File: config.mk
export PLATFORM = sky130hd
export DESIGN_NAME = blur_window_loader
export DESIGN_NICKNAME = d
export VERILOG_FILES = /design/src/rtl/blur_window_loader.sv
export SDC_FILE = /design/constraint.sdc
export NUM_CORES = 1
export LEC_CHECK = 0
export CORE_MARGIN = 3
export CORE_UTILIZATION = 30
export DETAILED_ROUTE_END_ITERATION = 8
export PLACE_DENSITY = 0.62
export SKIP_CTS_REPAIR_TIMING = 1
export SYNTH_ARGS = -nofsm -noshare
export SYNTH_HDL_FRONTEND = slang
export SYNTH_SLANG_ARGS = --single-unit
File: constraint.sdc
create_clock -name clk -period 16.1 [get_ports clk]
set_clock_uncertainty 0.15 [all_clocks]
set_input_delay 3.22 -clock clk [delete_from_list [all_inputs] [get_ports clk]]
set_output_delay 3.22 -clock clk [all_outputs]
set_load 0.05 [all_outputs]
File: src/rtl/blur_window_loader.sv
// Window loader for the blur controller: fetches a 5x4 pixel window byte by byte
// from pixel memory, presents it until the filter finishes, then steps the anchor.
module blur_window_loader #(
    parameter int WIDTH     = 640,
    parameter int HEIGHT    = 480,
    parameter int ADDR_BITS = 20
) (
    input  logic                 clk,
    input  logic                 rst,
    input  logic                 start,
    input  logic [ADDR_BITS-1:0] base_addr,
    output logic                 mem_read,
    output logic [ADDR_BITS-1:0] mem_addr,
    input  logic [7:0]           mem_rdata,
    input  logic                 mem_ready,
    output logic [159:0]         window,
    output logic                 window_valid,
    output logic [31:0]          anchor_x,
    output logic [31:0]          anchor_y,
    output logic                 anchor_moving,
    input  logic                 filter_final,
    output logic                 image_done
);

    localparam logic [31:0] W32    = 32'(WIDTH);
    localparam logic [31:0] H32    = 32'(HEIGHT);
    localparam logic [31:0] H_LAST = 32'(HEIGHT - 1);
    localparam logic [4:0]  FC_LAST = 5'd19;

    typedef enum logic [2:0] {
        IDLE    = 3'd0,
        FETCH   = 3'd1,
        PRESENT = 3'd2,
        ADVANCE = 3'd3,
        DONE    = 3'd4
    } state_t;

    state_t                 state_q, state_d;
    logic [4:0]             fc_q, fc_d;
    logic                   mem_read_q, mem_read_d;
    logic [ADDR_BITS-1:0]   mem_addr_q, mem_addr_d;
    logic [159:0]           window_q, window_d;
    logic [31:0]            anchor_x_q, anchor_x_d;
    logic [31:0]            anchor_y_q, anchor_y_d;
    logic [ADDR_BITS-1:0]   base_q, base_d;
    logic                   anchor_moving_q, anchor_moving_d;

    // Address of window byte idx; rows below the image replicate the last row.
    function automatic logic [ADDR_BITS-1:0] pix_addr(
        input logic [ADDR_BITS-1:0] base,
        input logic [31:0]          ax,
        input logic [31:0]          ay,
        input logic [4:0]           idx
    );
        logic [31:0] row;
        logic [31:0] col;
        logic [31:0] lin;
        row = ay + {29'd0, idx[4:2]};
        if (row > H_LAST) begin
            row = H_LAST;
        end
        col = ax + {30'd0, idx[1:0]};
        lin = row * W32 + col;
        return base + lin[ADDR_BITS-1:0];
    endfunction

    always_ff @(posedge clk or posedge rst) begin
        if (rst) begin
            state_q         <= IDLE;
            fc_q            <= '0;
            mem_read_q      <= 1'b0;
            mem_addr_q      <= '0;
            window_q        <= '0;
            anchor_x_q      <= '0;
            anchor_y_q      <= '0;
            base_q          <= '0;
            anchor_moving_q <= 1'b0;
        end else begin
            state_q         <= state_d;
            fc_q            <= fc_d;
            mem_read_q      <= mem_read_d;
            mem_addr_q      <= mem_addr_d;
            window_q        <= window_d;
            anchor_x_q      <= anchor_x_d;
            anchor_y_q      <= anchor_y_d;
            base_q          <= base_d;
            anchor_moving_q <= anchor_moving_d;
        end
    end

    always_comb begin
        state_d         = state_q;
        fc_d            = fc_q;
        mem_read_d      = mem_read_q;
        mem_addr_d      = mem_addr_q;
        window_d        = window_q;
        anchor_x_d      = anchor_x_q;
        anchor_y_d      = anchor_y_q;
        base_d          = base_q;
        anchor_moving_d = 1'b0;

        case (state_q)
            IDLE: begin
                anchor_x_d = '0;
                anchor_y_d = '0;
                fc_d       = '0;
                if (start) begin
                    base_d     = base_addr;
                    mem_read_d = 1'b1;
                    mem_addr_d = pix_addr(base_addr, 32'd0, 32'd0, 5'd0);
                    state_d    = FETCH;
                end
            end
            FETCH: begin
                if (mem_read_q && mem_ready) begin
                    window_d[{fc_q, 3'b000} +: 8] = mem_rdata;
                    if (fc_q == FC_LAST) begin
                        mem_read_d      = 1'b0;
                        anchor_moving_d = 1'b1;
                        state_d         = PRESENT;
                    end else begin
                        fc_d       = fc_q + 5'd1;
                        mem_addr_d = pix_addr(base_q, anchor_x_q, anchor_y_q, fc_q + 5'd1);
                    end
                end
            end
            PRESENT: begin
                if (filter_final) begin
                    state_d = ADVANCE;
                end
            end
            ADVANCE: begin
                // Issue the first read of the next window directly from here so
                // the new fetch starts without a dead cycle.
                if (anchor_x_q + 32'd4 < W32) begin
                    anchor_x_d = anchor_x_q + 32'd4;
                    fc_d       = '0;
                    mem_read_d = 1'b1;
                    mem_addr_d = pix_addr(base_q, anchor_x_q + 32'd4, anchor_y_q, 5'd0);
                    state_d    = FETCH;
                end else if (anchor_y_q + 32'd4 < H32) begin
                    anchor_x_d = '0;
                    anchor_y_d = anchor_y_q + 32'd4;
                    fc_d       = '0;
                    mem_read_d = 1'b1;
                    mem_addr_d = pix_addr(base_q, 32'd0, anchor_y_q + 32'd4, 5'd0);
                    state_d    = FETCH;
                end else begin
                    state_d = DONE;
                end
            end
            DONE: begin
                anchor_x_d = '0;
                anchor_y_d = '0;
                state_d    = IDLE;
            end
            default: begin
                state_d = IDLE;
            end
        endcase
    end

    assign mem_read      = mem_read_q;
    assign mem_addr      = mem_addr_q;
    assign window        = window_q;
    assign window_valid  = (state_q == PRESENT);
    assign anchor_x      = anchor_x_q;
    assign anchor_y      = anchor_y_q;
    assign anchor_moving = anchor_moving_q;
    assign image_done    = (state_q == DONE);

endmodule
==> results.sh, run 1 <==
export IMPL_cap_violations=0
export IMPL_gp_congestion=0.908
export IMPL_status="finished clean"
export IMPL_pwr_share_seq_pct=27.1
export IMPL_syn_area_um2=17400
export IMPL_r2r_slack_ns=7.47
export IMPL_worst_slew_pin_slew_ns=1.11
export IMPL_routed_wl_um=58200
export IMPL_p_leak_nw=10.1
export IMPL_vdd_drop_max_mv=0.140
export IMPL_crit_type="register to register"
export IMPL_initial_utilization_pct=30.6
export IMPL_cp_max_fo=14
export IMPL_grt_pass1_wl_um=89800
export IMPL_fmax_mhz=116
export IMPL_port_buffers=276
export IMPL_final_max_slew_viol_count=0
export IMPL_synth_top_area_share_pct=38.8
export IMPL_synth_area_leaders="dfrtp_1, mux2_2, ha_1, xnor2_1, fa_1"
export IMPL_dpl_worst_slack_ns=7.52
export IMPL_fin_crit_sh_pct=53.6
export IMPL_cts_sinks=270
export IMPL_die_area_um2=60900
export IMPL_htreeDepth=2
export IMPL_clock_path_buffers=3
export IMPL_track_usage_pct=19.0
export IMPL_async_reset_ff_share_pct=100
export IMPL_clockPowerShare_pct=21.5
export IMPL_drc_errors=0
export IMPL_cp_slowest_cell="nor4_2"
export IMPL_startpoint_type="register"
export IMPL_drt_initial_drc_count=944
export IMPL_ys_types=82
export IMPL_slowest_delay_ns=0.86
export IMPL_rsz0062_at_grt="no"
export IMPL_hold_viol_final=0
export IMPL_drt_wirelength_per_cell_um=21.0
export IMPL_root_buffer="clkbuf_16"
export IMPL_grt_pass1_vias=14900
export IMPL_synth_area_per_cell_um2=10.2
export IMPL_antenna_found_initial=6
export IMPL_final_cell_mix="clkdlybuf4s50_1, dfrtp_1, mux2_2"
export IMPL_period_needed_ns=8.63
export IMPL_cp_end_kind="register"
export IMPL_fin_ws_ns=7.47
export IMPL_die_w_um=247
export IMPL_slew_headroom_pct=25.2
export IMPL_p_sw_share_pct=45.8
export IMPL_gr_total_overflow=0
export IMPL_clkTransAtPathRegs_ns=0.06
export IMPL_area_growth_syn_to_layout_pct=27.4
export IMPL_yosysTopAreaCell="dfrtp_1"
export IMPL_placement_rows=87
export IMPL_io_pins=281
export IMPL_n_fill_cell=5612
export IMPL_utilization_pct=38.9
export IMPL_cp_arrival_ns=8.89
export IMPL_ys_flop_type="dfrtp_1"
export IMPL_power_frac_comb_pct=51.4
export IMPL_drtAntennaViolNets=0
export IMPL_p_per_area_nw_per_um2=164
export IMPL_clk_latency_ns=0.57
export IMPL_hold_path_class="register to register"
export IMPL_ys_seq_area_share_pct=38.8
export IMPL_die_h_um=247
export IMPL_layout_drive_gt1_share_pct=14.3
export IMPL_fin_setup_tns_ns=0
export IMPL_num_vias=14600
export IMPL_path_common_cell="ha_1"
export IMPL_syn_inst=1710
export IMPL_regArea_um2=6760
export IMPL_cts_inserted_buffers=34
export IMPL_synth_edff_count=0
export IMPL_dp_cells=2706
export IMPL_worstPathRequired_ns=16.35
export IMPL_internal_power_mw=1.97
export IMPL_multi_input_area_um2=10200
export IMPL_final_common_cell="clkdlybuf4s50_1"
export IMPL_tritoncts="built"
export IMPL_synth_seq_cells=270
export IMPL_total_power_mw=3.64
export IMPL_p_switching_mw=1.67
export IMPL_hpwl_um=43600
export IMPL_avgViaCountPerCell=5.26
export IMPL_grt_max_degree=146
export IMPL_design_core_area_um2=56900
export IMPL_final_cells=2769
export IMPL_yosysWarnings=0
export IMPL_setup_violations=0
export IMPL_fin_nets=2169
export IMPL_dr_pass1_iters=5
worst paths after layout:
path                                         start  cells after the start                        to
setup / recovery               fc_q[0]$_DFFE_PP0P_                     33  mem_addr[19]$_DFFE_PP0P_
hold / removal             mem_addr[4]$_DFFE_PP0P_                      1   mem_addr[4]$_DFFE_PP0P_
setup reg to reg               fc_q[0]$_DFFE_PP0P_                     33  mem_addr[19]$_DFFE_PP0P_
hold reg to reg            mem_addr[4]$_DFFE_PP0P_                      1   mem_addr[4]$_DFFE_PP0P_
max in group asynchronous                      rst                      3     window[8]$_DFFE_PP0P_
min in group asynchronous                      rst                      2   mem_addr[9]$_DFFE_PP0P_
sequential cells by signal (all words and copies together) (netlist names):
name           flops
anchor_moving      1
anchor_x          30
anchor_y          30
base_q            20
fc_q               5
mem_addr          20
mem_read           1
state_q            3
window           160
layer usage:
layer  part of all wire [%]  wire [um]  vias to the layer above  global-route usage [%]
met1                     42      24300                     7280                    23.8
li1                       -          -                     6713                       -
met2                     48      27700                      475                    31.4
met3                    7.8       4550                       98                    5.75
met5                  0.089         52                        -                       0
met4                    2.9       1660                        8                    5.71
power by group through the flow:
| stage | sequential [mW] | clock [mW] | combinational [mW] |
|---|---|---|---|
| 2_1_floorplan | 1.40 | 0 | 0.831 |
| 3_3_place_gp | 0.985 | 0 | 1.84 |
| 3_5_place_dp | 0.993 | 0 | 1.86 |
| 4_1_cts | 0.986 | 0.806 | 1.87 |
| 5_1_grt | 1.01 | 0.830 | 2.00 |
| 6_report | 0.986 | 0.783 | 1.87 |
stage by stage:
step                      area [um2]  hold slack [ns]
after floorplan                17500            0.357
after global placement         21000            0.325
after detailed placement       21000            0.326
after CTS                      22200            0.341
after global routing           22200            0.355
final                          22200            0.337
synthesized netlist by cell type, types with 12 or more instances:
library cell / number
dfrtp_1: 270
mux2_2: 178
ha_1: 121
nand2_1: 115
nor2_1: 108
and2_1: 77
o21ai_0: 77
a21oi_1: 72
xnor2_1: 70
inv_1: 65
clkbuf_1: 50
nand3_1: 44
nor3_1: 43
nand4_1: 34
xor2_1: 34
fa_1: 29
and3_1: 24
a21o_1: 21
nand2b_1: 21
nor4_1: 20
mux2i_1: 16
a211oi_1: 12
nor2b_1: 12
o21a_1: 12
or3_1: 12
logic make-up after synthesis:
logic type,share of synthesized area [%]
buffers and inverters,3.03
XOR/XNOR,5.24
AO/OA/AOI/OAI,12.0
other,0.0216
multiplexers,12.5
flip-flops,38.8
adder cells (fa/ha/maj),12.0
AND/OR/NAND/NOR,16.3
cell type report:
class / instances / area share (%)
antenna: 2 / 0.0226
clock buffer: 45 / 4.34
clock inverter: 16 / 0.903
inverter: 66 / 1.15
multi-input combinational: 1326 / 46.0
sequential: 270 / 30.5
tap: 756 / 4.27
timing repair buffer: 288 / 12.9
worst max-delay path: cells and delay by family, from the launching register on:
| kind | cells | cell delay (ns) |
|---|---|---|
| adders and majority gates | 6 | 1.94 |
| DFF | 1 | 0.50 |
| AOI/OAI and AO/OA | 13 | 2.57 |
| muxes | 1 | 0.34 |
| buffers and inverters | 1 | 0.07 |
| and+or+nand+nor | 9 | 2.26 |
| xor gates and xnor gates | 3 | 0.61 |
Note: power is estimated with default switching activity, not from simulation.
==> inputs of run 2 (changes only) <==
--- a/config.mk
+++ b/config.mk
@@ -8,7 +8,7 @@
 export CORE_MARGIN = 3
 export CORE_UTILIZATION = 30
 export DETAILED_ROUTE_END_ITERATION = 8
-export PLACE_DENSITY = 0.62
+export PLACE_DENSITY = 0.64
 export SKIP_CTS_REPAIR_TIMING = 1
 export SYNTH_ARGS = -nofsm -noshare
 export SYNTH_HDL_FRONTEND = slang
==> constraint.sdc (replaced) <==
create_clock -name clk -period 7.9 [get_ports clk]
set_clock_uncertainty 0.15 [all_clocks]
set_input_delay 1.58 -clock clk [delete_from_list [all_inputs] [get_ports clk]]
set_output_delay 1.58 -clock clk [all_outputs]
set_load 0.05 [all_outputs]
==> results.sh, run 2 (synthesis results as in run 1) <==
export IMPL_root_buffer="clkbuf_16"
export IMPL_hpwl_um=44400
export IMPL_p_leak_nw=10.2
export IMPL_cts_inserted_buffers=31
export IMPL_cp_endpoint="mem_addr[17]$_DFFE_PP0P_"
export IMPL_dpl_worst_slack_ns=-0.00412
export IMPL_num_vias=14700
export IMPL_fin_nets=2190
export IMPL_path_common_cell="ha_1"
export IMPL_initial_utilization_pct=30.6
export IMPL_grt_pass1_wl_um=90500
export IMPL_die_w_um=247
export IMPL_p_per_area_nw_per_um2=332
export IMPL_gp_congestion=0.928
export IMPL_htreeDepth=1
export IMPL_vdd_drop_max_mv=0.259
export IMPL_hold_viol_final=0
export IMPL_cp_slowest_cell="or4_1"
export IMPL_n_fill_cell=5547
export IMPL_status="finished clean"
export IMPL_tritoncts="built"
export IMPL_clkTransAtPathRegs_ns=0.06
export IMPL_critPathBufInv=4
export IMPL_drt_initial_drc_count=873
export IMPL_track_usage_pct=19.0
export IMPL_grt_pass1_vias=15100
export IMPL_dp_cells=2729
export IMPL_dr_pass1_iters=5
export IMPL_crit_type="register to register"
export IMPL_design_core_area_um2=56900
export IMPL_drtAntennaViolNets=0
export IMPL_placement_rows=87
export IMPL_routed_wl_um=58600
export IMPL_setup_violations=0
export IMPL_avgViaCountPerCell=5.27
export IMPL_layout_drive_gt1_share_pct=15.6
export IMPL_multi_input_area_um2=10200
export IMPL_io_pins=281
export IMPL_final_max_slew_viol_count=0
export IMPL_gr_total_overflow=0
export IMPL_ff2ff_path_depth=29
export IMPL_final_cells=2789
export IMPL_hold_path_class="register to register"
export IMPL_final_cell_mix="clkdlybuf4s50_1, dfrtp_1, mux2_2"
export IMPL_utilization_pct=39.2
export IMPL_timing_rr_end="mem_addr[17]$_DFFE_PP0P_"
export IMPL_worstPathRequired_ns=8.23
export IMPL_final_common_cell="clkdlybuf4s50_1"
export IMPL_crit_cells=29
export IMPL_grt_max_degree=80
export IMPL_clk_latency_ns=0.59
export IMPL_r2r_start="anchor_y[2]$_DFFE_PP0P_"
export IMPL_drc_errors=0
export IMPL_drt_wirelength_per_cell_um=21.0
export IMPL_slowest_delay_ns=0.67
export IMPL_startpoint_type="register"
export IMPL_cp_startpoint="anchor_y[2]$_DFFE_PP0P_"
export IMPL_worst_slew_pin_slew_ns=1.22
export IMPL_die_h_um=247
export IMPL_antenna_found_initial=4
export IMPL_clock_path_buffers=3
export IMPL_fin_crit_sh_pct=94.2
export IMPL_r2r_slack_ns=0.46
export IMPL_area_growth_syn_to_layout_pct=28.4
export IMPL_fin_ws_ns=0.458
export IMPL_cts_sinks=270
export IMPL_fmax_mhz=134
export IMPL_total_power_mw=7.41
export IMPL_cp_arrival_ns=7.77
export IMPL_regArea_um2=6760
export IMPL_largest_reg_flops=160
export IMPL_critPathTopFamily="simple AND/OR/NAND/NOR gates"
export IMPL_die_area_um2=60900
export IMPL_cp_end_kind="register"
export IMPL_cp_max_fo=11
export IMPL_cap_violations=0
export IMPL_port_buffers=276
export IMPL_slew_headroom_pct=18.2
export IMPL_period_needed_ns=7.44
-- run 2: power by group --
group,internal (mW),switching (mW)
Combinational,1.40,2.44
Sequential,1.72,0.270
Clock,0.941,0.640
-- run 2: final cells by class --
type / count / share of cell area [%]
sequential: 270 / 30.3
multi-input combinational: 1326 / 45.8
inverter: 66 / 1.13
clock inverter: 21 / 1.25
clock buffer: 37 / 3.80
tap: 756 / 4.23
timing repair buffer: 312 / 13.6
antenna: 1 / 0.0112
-- run 2: through the flow --
step | hold slack (ns) | cell area (um2) | setup TNS, ns
3_5_place_dp | 0.327 | 21200 | -0.00412
3_3_place_gp | 0.319 | 21200 | 0
4_1_cts | 0.346 | 22300 | -0.0418
5_1_grt | 0.359 | 22300 | -0.00648
2_1_floorplan | 0.357 | 17500 | 0
6_report | 0.339 | 22300 | 0
-- run 2: worst register-to-register path: cells and delay by family, from the launching register on --
kind / cells / cell delay (ns)
muxes: 2 / 0.61
adders and majority gates: 4 / 1.40
xor gates and xnor gates: 2 / 0.27
AOI/OAI and AO/OA: 5 / 0.96
buffers and inverters: 4 / 0.59
DFF: 1 / 0.35
and+or+nand+nor: 12 / 2.99
-- run 2: how the worst min path moves through the flow --
stage / slack (ns) / cells past startpoint / start / end
floorplan: 0.36 / 1 / base_q[0]$_DFFE_PP0P_ / base_q[0]$_DFFE_PP0P_
global placement: 0.32 / 1 / mem_addr[4]$_DFFE_PP0P_ / mem_addr[4]$_DFFE_PP0P_
detailed placement: 0.33 / 1 / mem_addr[4]$_DFFE_PP0P_ / mem_addr[4]$_DFFE_PP0P_
CTS: 0.35 / 1 / mem_addr[4]$_DFFE_PP0P_ / mem_addr[4]$_DFFE_PP0P_
global route: 0.36 / 1 / mem_addr[4]$_DFFE_PP0P_ / mem_addr[4]$_DFFE_PP0P_
finish: 0.34 / 1 / mem_addr[4]$_DFFE_PP0P_ / mem_addr[4]$_DFFE_PP0P_
-- run 2: per-layer routing --
| metal | part of all wire, % | global-route usage, % |
|---|---|---|
| met1 | 41 | 24.0 |
| met2 | 49 | 32.3 |
| met3 | 7.8 | 5.04 |
| met4 | 2.1 | 4.47 |
| met5 | 0.092 | 0 |
